--- src/rtl/pc_fetch_ctrl.sv ---
// pc_fetch_ctrl: fetch-stage controller for a 5-stage RISC-V pipeline.
// Picks the PC source, stalls the PC, flushes IF/ID and ID/EX, tracks
// boot/refill/halt phases and keeps saturating redirect/stall counters.
// All control outputs are Mealy: decoded each cycle from state and inputs.
module pc_fetch_ctrl #(
   parameter int BOOT_CYCLES = 2
) (
   input  logic        clk,
   input  logic        rst_n,
   input  logic        stall_ID,
   input  logic        br_taken_EX,
   input  logic        jalr_EX,
   input  logic        imem_ready,
   input  logic        halt_req,
   output logic        pc_en,
   output logic [1:0]  pc_sel,
   output logic        flush_IF_ID,
   output logic        flush_ID_EX,
   output logic        fetch_valid,
   output logic        halted,
   output logic [15:0] redirect_cnt,
   output logic [15:0] stall_cnt,
   output logic [1:0]  dbg_state
);

   typedef enum logic [1:0] {
      ST_BOOT   = 2'd0,
      ST_RUN    = 2'd1,
      ST_REFILL = 2'd2,
      ST_HALT   = 2'd3
   } state_t;

   localparam logic [3:0]  BOOT_INIT = 4'(BOOT_CYCLES - 1);
   localparam logic [1:0]  SEL_SEQ   = 2'b00;
   localparam logic [1:0]  SEL_BR    = 2'b01;
   localparam logic [1:0]  SEL_JALR  = 2'b11;
   localparam logic [15:0] CNT_MAX   = 16'hFFFF;

   state_t      state_q, state_d;
   logic [3:0]  boot_cnt_q, boot_cnt_d;
   logic [15:0] redirect_cnt_q, redirect_cnt_d;
   logic [15:0] stall_cnt_q, stall_cnt_d;
   logic        redirect_evt;
   logic        stall_evt;
   logic        in_refill;

   assign in_refill    = (state_q == ST_REFILL);
   assign redirect_cnt = redirect_cnt_q;
   assign stall_cnt    = stall_cnt_q;
   assign dbg_state    = state_q;

   // Next-state and output decode; the RUN/REFILL branch order is the
   // hazard priority: halt > jalr > branch > imem wait > load-use stall.
   always_comb begin
      state_d      = state_q;
      boot_cnt_d   = boot_cnt_q;
      pc_en        = 1'b0;
      pc_sel       = SEL_SEQ;
      flush_IF_ID  = 1'b0;
      flush_ID_EX  = 1'b0;
      fetch_valid  = 1'b0;
      halted       = 1'b0;
      redirect_evt = 1'b0;
      stall_evt    = 1'b0;
      case (state_q)
         ST_BOOT: begin
            if (boot_cnt_q == 4'd0) begin
               state_d = ST_RUN;
            end else begin
               boot_cnt_d = boot_cnt_q - 4'd1;
            end
         end
         ST_RUN, ST_REFILL: begin
            if (halt_req) begin
               flush_IF_ID = 1'b1;
               flush_ID_EX = 1'b1;
               state_d     = ST_HALT;
            end else if (jalr_EX || br_taken_EX) begin
               // jalr wins when both resolve together; still one redirect
               pc_en        = 1'b1;
               pc_sel       = jalr_EX ? SEL_JALR : SEL_BR;
               flush_IF_ID  = 1'b1;
               flush_ID_EX  = 1'b1;
               redirect_evt = 1'b1;
               state_d      = ST_REFILL;
            end else if (!imem_ready) begin
               // waiting on memory: hold everything, stay in this state
               stall_evt = 1'b1;
            end else if (stall_ID) begin
               // load-use bubble: hold PC and IF/ID, squash ID/EX
               flush_ID_EX = 1'b1;
               fetch_valid = !in_refill;
               stall_evt   = 1'b1;
               state_d     = ST_RUN;
            end else begin
               pc_en       = 1'b1;
               fetch_valid = !in_refill;
               state_d     = ST_RUN;
            end
         end
         ST_HALT: begin
            halted = 1'b1;
         end
         default: begin
            state_d = ST_BOOT;
         end
      endcase
   end

   // Saturating performance counters
   always_comb begin
      redirect_cnt_d = redirect_cnt_q;
      stall_cnt_d    = stall_cnt_q;
      if (redirect_evt && (redirect_cnt_q != CNT_MAX)) begin
         redirect_cnt_d = redirect_cnt_q + 16'd1;
      end
      if (stall_evt && (stall_cnt_q != CNT_MAX)) begin
         stall_cnt_d = stall_cnt_q + 16'd1;
      end
   end

   // State and counter registers; reset returns to BOOT with nothing pending
   always_ff @(posedge clk or negedge rst_n) begin
      if (!rst_n) begin
         state_q        <= ST_BOOT;
         boot_cnt_q     <= BOOT_INIT;
         redirect_cnt_q <= 16'd0;
         stall_cnt_q    <= 16'd0;
      end else begin
         state_q        <= state_d;
         boot_cnt_q     <= boot_cnt_d;
         redirect_cnt_q <= redirect_cnt_d;
         stall_cnt_q    <= stall_cnt_d;
      end
   end

endmodule

--- config.mk ---
export PLATFORM = sky130hd
export DESIGN_NAME = pc_fetch_ctrl
export DESIGN_NICKNAME = d
export VERILOG_FILES = /design/src/rtl/pc_fetch_ctrl.sv
export SDC_FILE = /design/constraint.sdc
export NUM_CORES = 1
export LEC_CHECK = 0
export CAP_MARGIN = 20
export CORE_ASPECT_RATIO = 0.5
export CORE_MARGIN = 2
export CORE_UTILIZATION = 48
export CTS_CLUSTER_DIAMETER = 200
export DETAILED_ROUTE_END_ITERATION = 16
export PLACE_DENSITY = 0.82
export RECOVER_POWER = 50
export REMOVE_ABC_BUFFERS = 1
export SLEW_MARGIN = 30
export SYNTH_ARGS = -nofsm -noshare
export SYNTH_HDL_FRONTEND = slang
export SYNTH_SLANG_ARGS = --single-unit
--- constraint.sdc ---
create_clock -name clk -period 5.8 [get_ports clk]
set_input_delay 1.16 -clock clk [delete_from_list [all_inputs] [get_ports clk]]
set_output_delay 1.16 -clock clk [all_outputs]
set_load 0.05 [all_outputs]
* Yosys cells after proc, flatten, opt, wreduce, memory -nomap -nowiden
Index checks and enable logic that the tools add are counted.
Word-level totals: flip-flop bits (word level) 38, bits of input ports 7, output and inout bits 41, word-level logic and storage cells 58
Cells by class: $add $sub $neg 3, equality and inequality tests 7, multiplexer cells 33, bitwise logic cells 1, reduce and logical (&&, ||, !) cells 10
Operators by type and width (number):
- 16-bit by 1-bit adder with 16-bit output (second input constant) | 2
- 16-bit != test (second input constant) | 2
- 1-bit 2-to-1 mux | 24
- 2-bit 2-to-1 mux | 8
- 2-bit == test (second input constant) | 2
- 4-bit logical NOT | 1
- 4-bit != test (second input constant) | 1
- 2-bit case mux with 2 select lines | 1
- 4-bit by 1-bit subtractor with 4-bit output (second input constant) | 1
- 3-bit AND reduction | 1
- 2-bit by 1-bit == test with 1-bit output (second input constant) | 1
- 1-bit logical AND | 2
- 2-bit logical NOT | 1
- 2-bit != test (second input constant) | 1
- 2-bit AND reduction | 1
- 2-bit nonzero test | 1
- 2-bit OR reduction | 1
- 1-bit logical NOT | 1
- 1-bit logical OR | 1
- 1-bit NOT | 1

* Logic depth before layout (Yosys ltp)
Gate-level depths: netlist (run 1).
depth after elaboration 6, mapped depth 7

* Worst setup path after synthesis (run 1)
Ideal clock, no wire load.
kind in2out, start in br_taken_EX, end out fetch_valid, arrival 2979 ps, data required time 4640 ps, slack 1661 ps, stages 2, buffers on the path 0, cells stage by stage or2_2 -> nor4_1
On the way: word-level cells in the longest chain between the ends 4
RTL lines:
- start, declared | RTL line 11 | input logic br_taken_EX,
- 1-bit logical OR | RTL line 78 | end else if (jalr_EX || br_taken_EX) begin
- 1-bit 2-to-1 mux | RTL line 78
- 1-bit 2-to-1 mux | RTL line 74 | if (halt_req) begin
- 1-bit 2-to-1 mux | RTL line 65 | case (state_q)
- end, declared | RTL line 19 | output logic fetch_valid,
No other way between the ends.

* Final worst setup path (run 1)
start in halt_req, end out pc_sel[0]
On the way: word-level cells in the longest chain between the ends 2
RTL lines:
- start, declared | RTL line 14 | input logic halt_req,
- 2-bit 2-to-1 mux | RTL line 74
- 2-bit 2-to-1 mux | RTL line 65
- end, declared | RTL line 16 | output logic [1:0] pc_sel,
No other way between the ends.

==> metrics, run 1 <==
outcome finished, violations left; failing checks capacitance limit, slew limit; largest net degree at the start of global routing 39; Via Count 1666; async set-reset flop share out of synthesis 100%; Area Growth Syn to Fin 28.4%; post-CTS setup buffer count 0; port bufs 47; P_leak 0.00122 uW; Die ar. 4930 sq um; synth warn 0; sequential area share after synthesis 45.5%; Num CTS Buffers 5; post-synth top area cell dfrtp_1; number of synthesized register bits 38; Crit. End Element output port; chip height 50.7 um; worst setup margin 1.56 ns; clock network power share 19.0%; Final ANT Viol Nets 0; RD Place Congestion 0.799; RSZ-0062 raised after global routing false; initial antenna violation count 0; pwr dens 379 nW/um^2; row count 16; buffer depth of the longest clock path 2; Initial Util 51.7%; die width 97.3 um; final core utilization 66.4%; Unique masters post-synth 41; Layout Nets 257; sw frac 45.1%; Clock Skews 0.00926 ns; Starting DRT DRC Count 58; Post-synth EDFFs 0; top-count cell post-synth dfrtp_1; post-CTS sizing 0; post-synth top area share 44.3%; Worst setup SP type input pin; routed wire length 4.32 mm; max incr delay on CP 0.80 ns; Req. time, crit path 4.64 ns; Slew @ Worst Pin 2.01 ns; DR vias/cell 5.57; CP Launch Point halt_req; WP data arrival 3.08 ns; first drt pass iteration count 4; first-pass GRT wire length 7.02 mm; worst skew pair latency 0.29 ns; CP cell instances dlygate4sd3_1, and2b_1, nand2_1, inv_1, clkdlybuf4s50_1; synth cell count leaders dfrtp_1, xor2_1, nand2_1; Worst Hold Launch stall_cnt[15]; Syn Std Cell Area 2090 sq um; Worst-path clk slew 0.07 ns; dpl cells 291; hold violation count in the final report 0; H-tree depth 2; total grt overflow 0; Achievable Freq 236 MHz; WS Path Type in2out; total track usage 17.9%; Power Internal 559 uW; Final Max Tran Viols 39; CTS tree yes; max-cap check violation count 1; root buffer cell clkbuf_8; Filler cells 324; Syn Area/Cell 10.9 sq um; number of remaining DRC errors 0; Critical-path top delay cell clkdlybuf4s50_1; maximum vdd drop 233 uV; setup TNS 0 ns; Synth area leaders dfrtp_1, xor2_1, ha_1; final cell count without fillers 299; fin crit period 4.24 ns; Final Cycle Share 73.0%; relative slew slack -34.0%; Top FF cell, synth dfrtp_1; total power 1020 uW; Switch Pwr 459 uW; Flop pwr share 34.6%; vias in the first global route 1592; CTS Sinks 38; Setup violations, final 0; cts hold-fix bufs 0; combinational share of power 46.4%; worst r2r src dbg_state[0]; Post-DP HPWL 3.14 mm; Worst Hold Class reg2reg; routed length per instance 14.5 um; CP max FO 4; dpl ws 1.61 ns; Mapped Cells 191; Core Area 4040 sq um; share of cells above drive strength 1 11.0%; IO Count 48; ant diodes 0
-- state kept, by name, indices dropped and copies added, names as in the netlist --
name and cells:
stall_cnt 16, dbg_state 2, redirect_cnt 16, boot_cnt_q 4
-- path summary, 6_finish.rpt --
path                                    end  slack, ns  cells after the start
hold reg to reg               stall_cnt[15]       0.50                      1
max in group asynchronous  redirect_cnt[14]       2.67                      2
min in group asynchronous      dbg_state[0]       1.98                      2
setup / recovery                  pc_sel[0]       1.56                      5
hold / removal                stall_cnt[15]       0.50                      1
setup reg to reg              stall_cnt[12]       3.46                      6
-- layout make-up --
cell class,count,area (sq um),area share [%]
multi-input cells,144,1070,40.0
flip-flops and latches,38,952,35.5
repair buffers,48,474,17.7
clock buffers,7,86.3,3.22
well taps,54,67.6,2.52
inverters,7,26.3,0.979
clock inverters,1,5.00,0.186
-- critical path: cells and delay by family --
family / cells / cell delay (ns)
buffers and inverters: 3 / 1.51
and+or+nand+nor: 2 / 0.41
-- power by group through the flow --
stage               sequential (uW)  combinational [uW]  clock [uW]
floorplan                       468                 219           0
global placement                357                 474           0
detailed placement              358                 483           0
CTS                             353                 484         194
global route                    360                 498         203
finish                          352                 472         193
-- kinds of logic (layout without fill, tap and decap cells) --
logic type,count (synthesis),after routing,share of synthesized area [%]
AND/OR/NAND/NOR,89,89,29.2
flip-flops,38,38,45.5
XOR/XNOR,27,27,11.3
AO/OA/AOI/OAI,16,16,5.15
buffers and inverters,9,63,1.97
adder cells (fa/ha/maj),6,6,3.59
multiplexers,6,6,3.23
-- placed cells by master (no fill, tap or decap), types with 2 or more instances in the layout --
| cell | synthesis | routed |
|---|---|---|
| nor2_1 | 7 | 7 |
| nor3b_1 | 2 | 2 |
| nand2b_1 | 3 | 4 |
| o21ai_0 | 4 | 4 |
| nor4_1 | 8 | 8 |
| ha_1 | 6 | 6 |
| xnor2_1 | 3 | 3 |
| a21oi_1 | 3 | 3 |
| clkdlybuf4s50_1 | 0 | 45 |
| nand3_1 | 9 | 9 |
| or3_1 | 0 | 2 |
| nand4_1 | 10 | 10 |
| nor3_1 | 10 | 10 |
| clkbuf_8 | 0 | 6 |
| nand2_1 | 18 | 18 |
| dfrtp_1 | 37 | 37 |
| xor2_1 | 24 | 24 |
| and4_1 | 2 | 2 |
| and2_1 | 2 | 2 |
| clkbuf_1 | 0 | 2 |
| dlygate4sd3_1 | 0 | 2 |
| nor4_2 | 3 | 3 |
| inv_1 | 7 | 7 |
| nor4_4 | 3 | 3 |
| mux2_2 | 6 | 6 |
| and4bb_2 | 2 | 2 |
-- metrics by stage --
stage	cell area, sq um	hold WS [ns]
global placement	2620	0.479
floorplan	2080	0.466
CTS	2710	0.500
finish	2680	0.498
detailed placement	2620	0.489
global route	2680	0.512
-- per-layer routing --
layer,GRT usage [%],up-vias,wire [um]
met2,31.9,31,2180
met3,4.60,4,133
li1,-,802,-
met1,21.3,829,1990
met5,0,-,0
met4,6.48,0,27
(Power assumes the default switching activity.)
==> run 2, diff against run 1 <==
--- a/config.mk
+++ b/config.mk
@@ -8,10 +8,10 @@
 export CAP_MARGIN = 20
 export CORE_ASPECT_RATIO = 0.5
 export CORE_MARGIN = 2
-export CORE_UTILIZATION = 48
+export CORE_UTILIZATION = 45
 export CTS_CLUSTER_DIAMETER = 200
 export DETAILED_ROUTE_END_ITERATION = 16
-export PLACE_DENSITY = 0.82
+export PLACE_DENSITY = 0.81
 export RECOVER_POWER = 50
 export REMOVE_ABC_BUFFERS = 1
 export SLEW_MARGIN = 30
==> constraint.sdc (replaced) <==
create_clock -name clk -period 3.5 [get_ports clk]
set_input_delay 0.7 -clock clk [delete_from_list [all_inputs] [get_ports clk]]
set_output_delay 0.7 -clock clk [all_outputs]
set_load 0.05 [all_outputs]
==> metrics, run 2 (synthesis gave the netlist of run 1 again) <==
root buffer cell clkbuf_8; failing checks capacitance limit, slew limit; total grt overflow 0; first drt pass iteration count 4; Filler cells 364; Post-DP HPWL 3.28 mm; Final Cycle Share 93.7%; Setup violations, final 0; largest net degree at the start of global routing 39; row count 17; total track usage 18.6%; Initial Util 47.3%; Clock Skews 0.00699 ns; WS Path Type in2out; share of cells above drive strength 1 11.8%; worst skew pair latency 0.29 ns; maximum vdd drop 370 uV; CTS tree yes; Layout Nets 258; hold violation count in the final report 0; IO Count 48; fin crit period 3.28 ns; dpl ws 0.213 ns; CP max FO 4; number of remaining DRC errors 0; Core Area 4420 sq um; port bufs 47; relative slew slack -32.3%; register area 952 sq um; first-pass GRT wire length 7.47 mm; P_leak 0.00122 uW; cts hold-fix bufs 0; worst setup margin 0.222 ns; Die ar. 5240 sq um; outcome finished, violations left; Req. time, crit path 2.80 ns; DR vias/cell 5.51; die width 100 um; RSZ-0062 raised after global routing false; multi-input logic area 1080 sq um; chip height 52.2 um; Final ANT Viol Nets 0; Num CTS Buffers 5; vias in the first global route 1628; Worst setup SP type input pin; CTS Sinks 38; ant diodes 0; routed wire length 4.40 mm; pwr dens 626 nW/um^2; RD Place Congestion 0.825; most common cell after layout, fill and taps aside clkdlybuf4s50_1; H-tree depth 2; total power 1690 uW; WP data arrival 2.58 ns; Final Max Tran Viols 39; Starting DRT DRC Count 96; most frequent cells in the layout clkdlybuf4s50_1, dfrtp_1, xor2_1; Crit. End Element output port; post-CTS sizing 0; routed length per instance 14.5 um; Worst Hold Class reg2reg; Via Count 1670; initial antenna violation count 0; setup TNS 0 ns; Area Growth Syn to Fin 28.9%; post-CTS setup buffer count 0; Worst-path clk slew 0.07 ns; max-cap check violation count 1; Achievable Freq 305 MHz; Slew @ Worst Pin 1.98 ns; buffer depth of the longest clock path 2
run 2: final cells by class:
type | instances | share of cell area [%]
clock buffer | 7 | 3.20
multi-input combinational | 144 | 40.0
clock inverter | 1 | 0.186
inverter | 7 | 0.975
tap | 57 | 2.65
sequential | 38 | 35.3
timing repair buffer | 49 | 17.6
run 2: worst max-delay path, stage by stage:
cell and delay, ns:
clkdlybuf4s50_1 0.43, or2_2 0.34, o21a_1 0.21, a31o_2 0.21, clkdlybuf4s50_1 0.69
run 2: path summary, 6_finish.rpt:
kind                               start         endpoint  slack, ns  cells past startpoint
min                        stall_cnt[15]    stall_cnt[15]       0.50                      1
max                          br_taken_EX      flush_ID_EX       0.22                      5
min in group asynchronous          rst_n     stall_cnt[2]       1.53                      2
max in group asynchronous          rst_n  redirect_cnt[6]       0.84                      2
max reg2reg                 dbg_state[1]     stall_cnt[1]       1.24                      7
min reg2reg                stall_cnt[15]    stall_cnt[15]       0.50                      1
run 2: metrics by stage:
step                      instance area (sq um)  cells  hold slack, ns  util (%)
final                                      2700    303           0.497      60.9
after global routing                       2700    303           0.514      60.9
after floorplan                            2080    189           0.404         -
after detailed placement                   2630    295           0.487      59.4
after global placement                     2630    295           0.483      59.4
after CTS                                  2720    303           0.499      61.5
run 2: per-layer routing:
layer  GRT usage, %  vias up  share of wire (%)
met2           31.3       41                 51
li1               -      809                  -
met5              0        -                  0
met3           4.00        7                2.9
met4           7.08        0                1.1
met1           24.0      813                 45
run 2: where the power goes:
group / switching [uW] / leakage (uW) / total (uW) / internal, uW
sequential: 93.6 / 0.000501 / 590 / 496
clock: 154 / 0.0000482 / 313 / 159
combinational: 512 / 0.000673 / 784 / 272
total: 760 / 0.00122 / 1690 / 927
